[config.mk]
export PLATFORM = sky130hd
export DESIGN_NAME = crc_frame_ctrl
export DESIGN_NICKNAME = d
export VERILOG_FILES = /design/src/rtl/crc_pkg.sv /design/src/rtl/crc_serial_core.sv /design/src/rtl/crc_frame_ctrl.sv
export SDC_FILE = /design/constraint.sdc
export NUM_CORES = 1
export LEC_CHECK = 0
export CELL_PAD_IN_SITES_DETAIL_PLACEMENT = 1
export CELL_PAD_IN_SITES_GLOBAL_PLACEMENT = 1
export CORE_ASPECT_RATIO = 1.1
export CORE_MARGIN = 10
export CORE_UTILIZATION = 49
export CTS_BUF_LIST = sky130_fd_sc_hd__clkbuf_8
export DETAILED_ROUTE_END_ITERATION = 8
export MAX_ROUTING_LAYER = met4
export PLACE_DENSITY_LB_ADDON = 0.1
export SETUP_SLACK_MARGIN = 0.5
export SLEW_MARGIN = 30
export SYNTH_ARGS = -nofsm -noshare
export SYNTH_HDL_FRONTEND = slang
export SYNTH_SLANG_ARGS = --single-unit
[constraint.sdc]
create_clock -name clk -period 5.85 [get_ports clk]
set_clock_uncertainty 0.2 [all_clocks]
set_input_delay 0.585 -clock clk [delete_from_list [all_inputs] [get_ports clk]]
set_output_delay 0.585 -clock clk [all_outputs]
set_load 0.005 [all_outputs]
[src/rtl/crc_pkg.sv]
// Shared definitions for the serial CRC frame controller: state encoding,
// default generator/seed and the width of the reported frame length.
package crc_pkg;

    typedef enum logic [1:0] {
        ST_IDLE  = 2'd0,
        ST_SHIFT = 2'd1,
        ST_DONE  = 2'd2
    } state_t;

    localparam int         FRAME_LEN_W = 16;
    localparam logic [3:0] DEF_POLY    = 4'h3;
    localparam logic [3:0] DEF_INIT    = 4'h0;

endpackage

[src/rtl/crc_serial_core.sv]
// Bit-serial Galois CRC register, MSB-first. The frame controller decides
// when to clear (load INIT) and when to advance by one input bit.
module crc_serial_core
    import crc_pkg::*;
#(
    parameter int               CRC_W = 4,
    parameter logic [CRC_W-1:0] POLY  = CRC_W'(DEF_POLY),
    parameter logic [CRC_W-1:0] INIT  = CRC_W'(DEF_INIT)
) (
    input  logic             clk,
    input  logic             rst_n,
    input  logic             clr,
    input  logic             en,
    input  logic             bit_in,
    output logic [CRC_W-1:0] crc_q
);

    logic             fb;
    logic [CRC_W-1:0] crc_next;

    assign fb       = crc_q[CRC_W-1] ^ bit_in;
    assign crc_next = {crc_q[CRC_W-2:0], 1'b0} ^ (POLY & {CRC_W{fb}});

    always_ff @(posedge clk or negedge rst_n) begin
        if (!rst_n) begin
            crc_q <= INIT;
        end else if (clr) begin
            crc_q <= INIT;
        end else if (en) begin
            crc_q <= crc_next;
        end
    end

endmodule

[src/rtl/crc_frame_ctrl.sv]
// Frame sequencer: accepts bytes, shifts them MSB-first into crc_serial_core and
// reports CRC + byte count per frame. Optional CRC_CHECK_EN adds chk_value/crc_err.
module crc_frame_ctrl
    import crc_pkg::*;
#(
    parameter int               DATA_W = 8,
    parameter int               CRC_W  = 4,
    parameter logic [CRC_W-1:0] POLY   = CRC_W'(DEF_POLY),
    parameter logic [CRC_W-1:0] INIT   = CRC_W'(DEF_INIT)
) (
    input  logic                   clk,
    input  logic                   rst_n,
    input  logic                   s_valid,
    output logic                   s_ready,
    input  logic [DATA_W-1:0]      s_data,
    input  logic                   s_last,
`ifdef CRC_CHECK_EN
    input  logic [CRC_W-1:0]       chk_value,
    output logic                   crc_err,
`endif
    output logic                   busy,
    output logic                   crc_valid,
    output logic [CRC_W-1:0]       crc_value,
    output logic [FRAME_LEN_W-1:0] frame_len
);

    localparam int CNT_W = (DATA_W > 1) ? $clog2(DATA_W) : 1;

    state_t                 state;
    logic [DATA_W-1:0]      shreg;
    logic [CNT_W-1:0]       bit_cnt;
    logic                   last_q;
    logic                   sof;
    logic                   res_hold;
    logic [FRAME_LEN_W-1:0] byte_cnt;
    logic                   accept;
    logic [CRC_W-1:0]       crc_q;

    assign accept = s_valid & s_ready;

    crc_serial_core #(
        .CRC_W (CRC_W),
        .POLY  (POLY),
        .INIT  (INIT)
    ) u_core (
        .clk    (clk),
        .rst_n  (rst_n),
        .clr    (accept & sof),
        .en     (state == ST_SHIFT),
        .bit_in (shreg[DATA_W-1]),
        .crc_q  (crc_q)
    );

    // The core is idle from the last shift until the next start-of-frame clear,
    // so its register already holds the result; res_hold gates it onto crc_value.
    assign crc_value = res_hold ? crc_q : '0;

    always_ff @(posedge clk) begin
        if (accept) begin
            shreg <= s_data;
        end else if (state == ST_SHIFT) begin
            shreg <= {shreg[DATA_W-2:0], 1'b0};
        end
    end

    always_ff @(posedge clk or negedge rst_n) begin
        if (!rst_n) begin
            state     <= ST_IDLE;
            s_ready   <= 1'b0;
            busy      <= 1'b0;
            crc_valid <= 1'b0;
            frame_len <= '0;
            bit_cnt   <= '0;
            last_q    <= 1'b0;
            sof       <= 1'b1;
            res_hold  <= 1'b0;
            byte_cnt  <= '0;
        end else begin
            case (state)
                ST_IDLE: begin
                    crc_valid <= 1'b0;
                    if (accept) begin
                        last_q  <= s_last;
                        bit_cnt <= CNT_W'(DATA_W - 1);
                        s_ready <= 1'b0;
                        busy    <= 1'b1;
                        state   <= ST_SHIFT;
                        if (sof) begin
                            byte_cnt <= FRAME_LEN_W'(1);
                            sof      <= 1'b0;
                            res_hold <= 1'b0;
                        end else if (byte_cnt != '1) begin
                            byte_cnt <= byte_cnt + FRAME_LEN_W'(1);
                        end
                    end else begin
                        s_ready <= 1'b1;
                    end
                end
                ST_SHIFT: begin
                    bit_cnt <= bit_cnt - CNT_W'(1);
                    if (bit_cnt == '0) begin
                        if (last_q) begin
                            state     <= ST_DONE;
                            crc_valid <= 1'b1;
                            res_hold  <= 1'b1;
                            frame_len <= byte_cnt;
                        end else begin
                            state   <= ST_IDLE;
                            busy    <= 1'b0;
                            s_ready <= 1'b1;
                        end
                    end
                end
                ST_DONE: begin
                    crc_valid <= 1'b0;
                    sof       <= 1'b1;
                    busy      <= 1'b0;
                    s_ready   <= 1'b1;
                    state     <= ST_IDLE;
                end
                default: begin
                    state <= ST_IDLE;
                end
            endcase
        end
    end

`ifdef CRC_CHECK_EN
    logic [CRC_W-1:0] chk_q;

    always_ff @(posedge clk) begin
        if (accept && s_last) begin
            chk_q <= chk_value;
        end
    end

    assign crc_err = res_hold & (crc_q != chk_q);
`endif

endmodule

==> results.md <==
- # DRC: 0
- CP arrival: about 2.8 ns
- # Post-CTS Setup Buffers: 0
- Syn_nets: 279
- Slew margin rel.: a little over half
- Final ANT Viol Nets: 0
- Synth area leader: dfrtp_1
- Pwr per Cell Area: about 530 nW/µm²
- Slew Limit Fails: 0
- Synth top area share: 41.3%
- Seq cells post-synth: 55
- Crit share post-route: 47.5%
- Distinct cells, synth: 48
- CTS tree: yes
- Layout cells sized above 1: 14.2%
- RSZ-0062 raised after global routing: no
- Crit end category: flip-flop
- Most frequent cells in the layout: 46 x dfrtp_1, 33 x clkdlybuf4s50_1, 20 x nor2_1
- Max Buffers Root-to-Sink: 2
- Syn Area/Cell: about 11 µm²
- # setup viols final: 0
- I/O pin count: 35
- CTS Hold Bufs: 0
- FMAX: 360 MHz
- Core area: 5470 µm²
- Delay of the slowest critical-path stage: 0.69 ns
- CTS resizes: 0
- MaxCap Viol Count: 0
- Clk sinks: between 50 and 60
- Initial antenna violation count: 0
- Req. time, crit path: 5.83 ns
- Clk slew on worst S/H paths: 0.10 ns
- Synth warn: 0
- Die H: roughly 99 µm
- Latest clock arrival within the worst-skew pair: 0.29 ns
- Critical setup path kind: reg2reg
- N_diodes: 0
- Post-DP HPWL: 4740 µm
- GRT Resource Usage Total: around 15%
- Seq/Total Area, Yosys: 50.9%
- PortBufs: 34
- Pwr Total: around 1.7 mW
- Crit-path max FO: 14
- Vias in the first global route: 2237
- DR pass1 iterations: 4
- CP startpoint: state[1]$_DFFE_PN0P_
- Nets: 307
- First-pass GRT wire length: 11100 µm
- Slowest cell on the critical path: a31oi_4
- Pleak: about 1.5 nW
- Post-synth ARST share: 85.5%
- Via count: ~2100
- WL final: 6440 µm
- Post-Synthesis Cells: 260
- Worst setup endpoint: byte_cnt[0]$_DFFE_PN0P_
- Area growth, synth to finish: 16.8%
- Vias per cell: 5.71
- Top_reg_cell synth: dfrtp_1
- Largest net degree at the start of global routing: 48
- Initial core utilization: 51.0%
- Crit path max-delay family: compound AO/OA/AOI/OAI gates
- Commonest non-fill, non-tap cell in the layout: dfrtp_1
- Status: finished, final reports clean
- Crit path depth: 5
- Die width: 91.9 µm
- Num rows: 28
- Num CTS Buffers: 5
- GRT Residual Overflow: 0
- Min-delay worst type: in2async
- Placer Congestion: 0.848
- H-tree lvl count: 2
- EDFF count, synth: 8
- Startpoint types: flip-flop
- Initial DRC count: 111
- Clk root buf: clkbuf_8
- Crit-path cells: inv_1 > ha_1 > nand3_1 > a31oi_4 > mux2_4
- R2r endpoint: byte_cnt[0]$_DFFE_PN0P_
- Die area: 9110 µm²
- Final Hold Vio Count: 0
- Slew at the pin closest to its max-slew limit: approximately 0.7 ns
- R2r setup slk: 3.07 ns
- Worst path bufs/invs: 1
- Top cells by area, synth: dfrtp_1 41%, edfxtp_1 8.6%, mux2_2 5.3%
- Wire length per cell: 17.7 µm
- Cell depth of the worst flop-to-flop path: 5
- Synthesized cell area: 2790 µm²
- Worst r2r src: state[1]$_DFFE_PN0P_
- Setup TNS: 0 ns
- Worst vdd ir: 0.263 mV
- Fin crit period: around 2.8 ns
==> power by group <==
group	leakage (nW)	internal, mW	total [mW]	switching, mW
logic	0.784	0.370	0.815	0.445
clock network	0.0524	0.0941	0.209	0.114
registers	0.628	0.551	0.696	0.145
total	1.46	1.02	1.72	0.704
==> Yosys cell counts, types with 2 or more instances <==
cell	instances
dfrtp_1	46
nor2_1	20
nand2_1	19
inv_1	15
o21ai_0	15
mux2_2	13
a21oi_1	12
clkbuf_1	11
nor3_1	10
mux2i_1	9
edfxtp_1	8
nand3_1	8
ha_1	7
and2_1	5
nand4_1	5
o22ai_2	5
a31oi_1	4
and3_1	3
nand2b_1	3
nor4_1	3
o211ai_2	3
a31o_2	2
a41o_1	2
buf_2	2
mux2_4	2
nor2b_1	2
o21ai_2	2
o22ai_1	2
or3_1	2
xnor2_1	2
==> through the flow <==
stage / instances / setup WS [ns] / instance area [µm²] / util, % / hold slack (ns)
2_1_floorplan: 260 / 3.86 / 2790 / - / 0.0894
4_1_cts: 364 / 3.05 / 3250 / 59.5 / 0.107
5_1_grt: 364 / 2.84 / 3250 / 59.5 / 0.127
3_5_place_dp: 356 / 2.80 / 3160 / 57.9 / 0.272
6_report: 364 / 3.07 / 3250 / 59.5 / 0.0895
3_3_place_gp: 355 / 2.83 / 3150 / 57.7 / 0.261
==> layout make-up <==
cell class,count,area (µm²)
fill,615,2210
sequential,55,1420
multi-input combinational,176,1250
timing repair buffer,35,345
tap,75,93.8
clock buffer,6,82.6
inverter,15,56.3
clock inverter,2,8.76
==> layer usage <==
layer / global-route usage [%] / part of all wire, % / routed length (µm) / vias to the layer above
li1: - / - / - / 985
met1: 18.9 / 46 / 2990 / 1050
met2: 24.0 / 49 / 3130 / 38
met3: 3.16 / 4.5 / 289 / 4
met4: 2.14 / 0.45 / 29 / 0
met5: - / 0 / 0 / -
==> worst register-to-register path, cell delays in order (launching register included) <==
cell     delay (ns)
dfrtp_1        0.41
inv_1          0.12
ha_1           0.39
nand3_1        0.50
a31oi_4        0.69
mux2_4         0.35
==> sequential cells by signal (all words and copies together) (netlist names) <==
signal        count
crc_valid         1
busy              1
last_q            1
bit_cnt           3
sof               1
byte_cnt         16
shreg             8
res_hold          1
s_ready           1
state             2
frame_len        16
u_core.crc_q      4
==> how the worst min path moves through the flow <==
stage                                         from                           to  slack, ns  cells after the start
after floorplan                              rst_n       bit_cnt[0]$_DFFE_PN0P_       0.09                      0
after global placement    frame_len[9]$_DFFE_PN0P_     frame_len[9]$_DFFE_PN0P_       0.26                      2
after detailed placement  frame_len[7]$_DFFE_PN0P_     frame_len[7]$_DFFE_PN0P_       0.27                      2
after CTS                                    rst_n  u_core.crc_q[3]$_DFFE_PN0P_       0.11                      1
after global routing                         rst_n  u_core.crc_q[3]$_DFFE_PN0P_       0.13                      1
final                                        rst_n  u_core.crc_q[3]$_DFFE_PN0P_       0.09                      1
==> kinds of logic (layout without fill, tap and decap cells) <==
logic type / after synthesis / count (layout) / synth area share (%)
and+or+nand+nor: 84 / 84 / 15.6
AOI/OAI and AO/OA: 59 / 59 / 15.9
DFF: 55 / 55 / 50.9
buffers and inverters: 29 / 58 / 4.27
muxes: 24 / 24 / 9.56
adders and majority gates: 7 / 7 / 3.14
xor gates and xnor gates: 2 / 2 / 0.629
No activity file was read; power rests on OpenSTA's default activity.
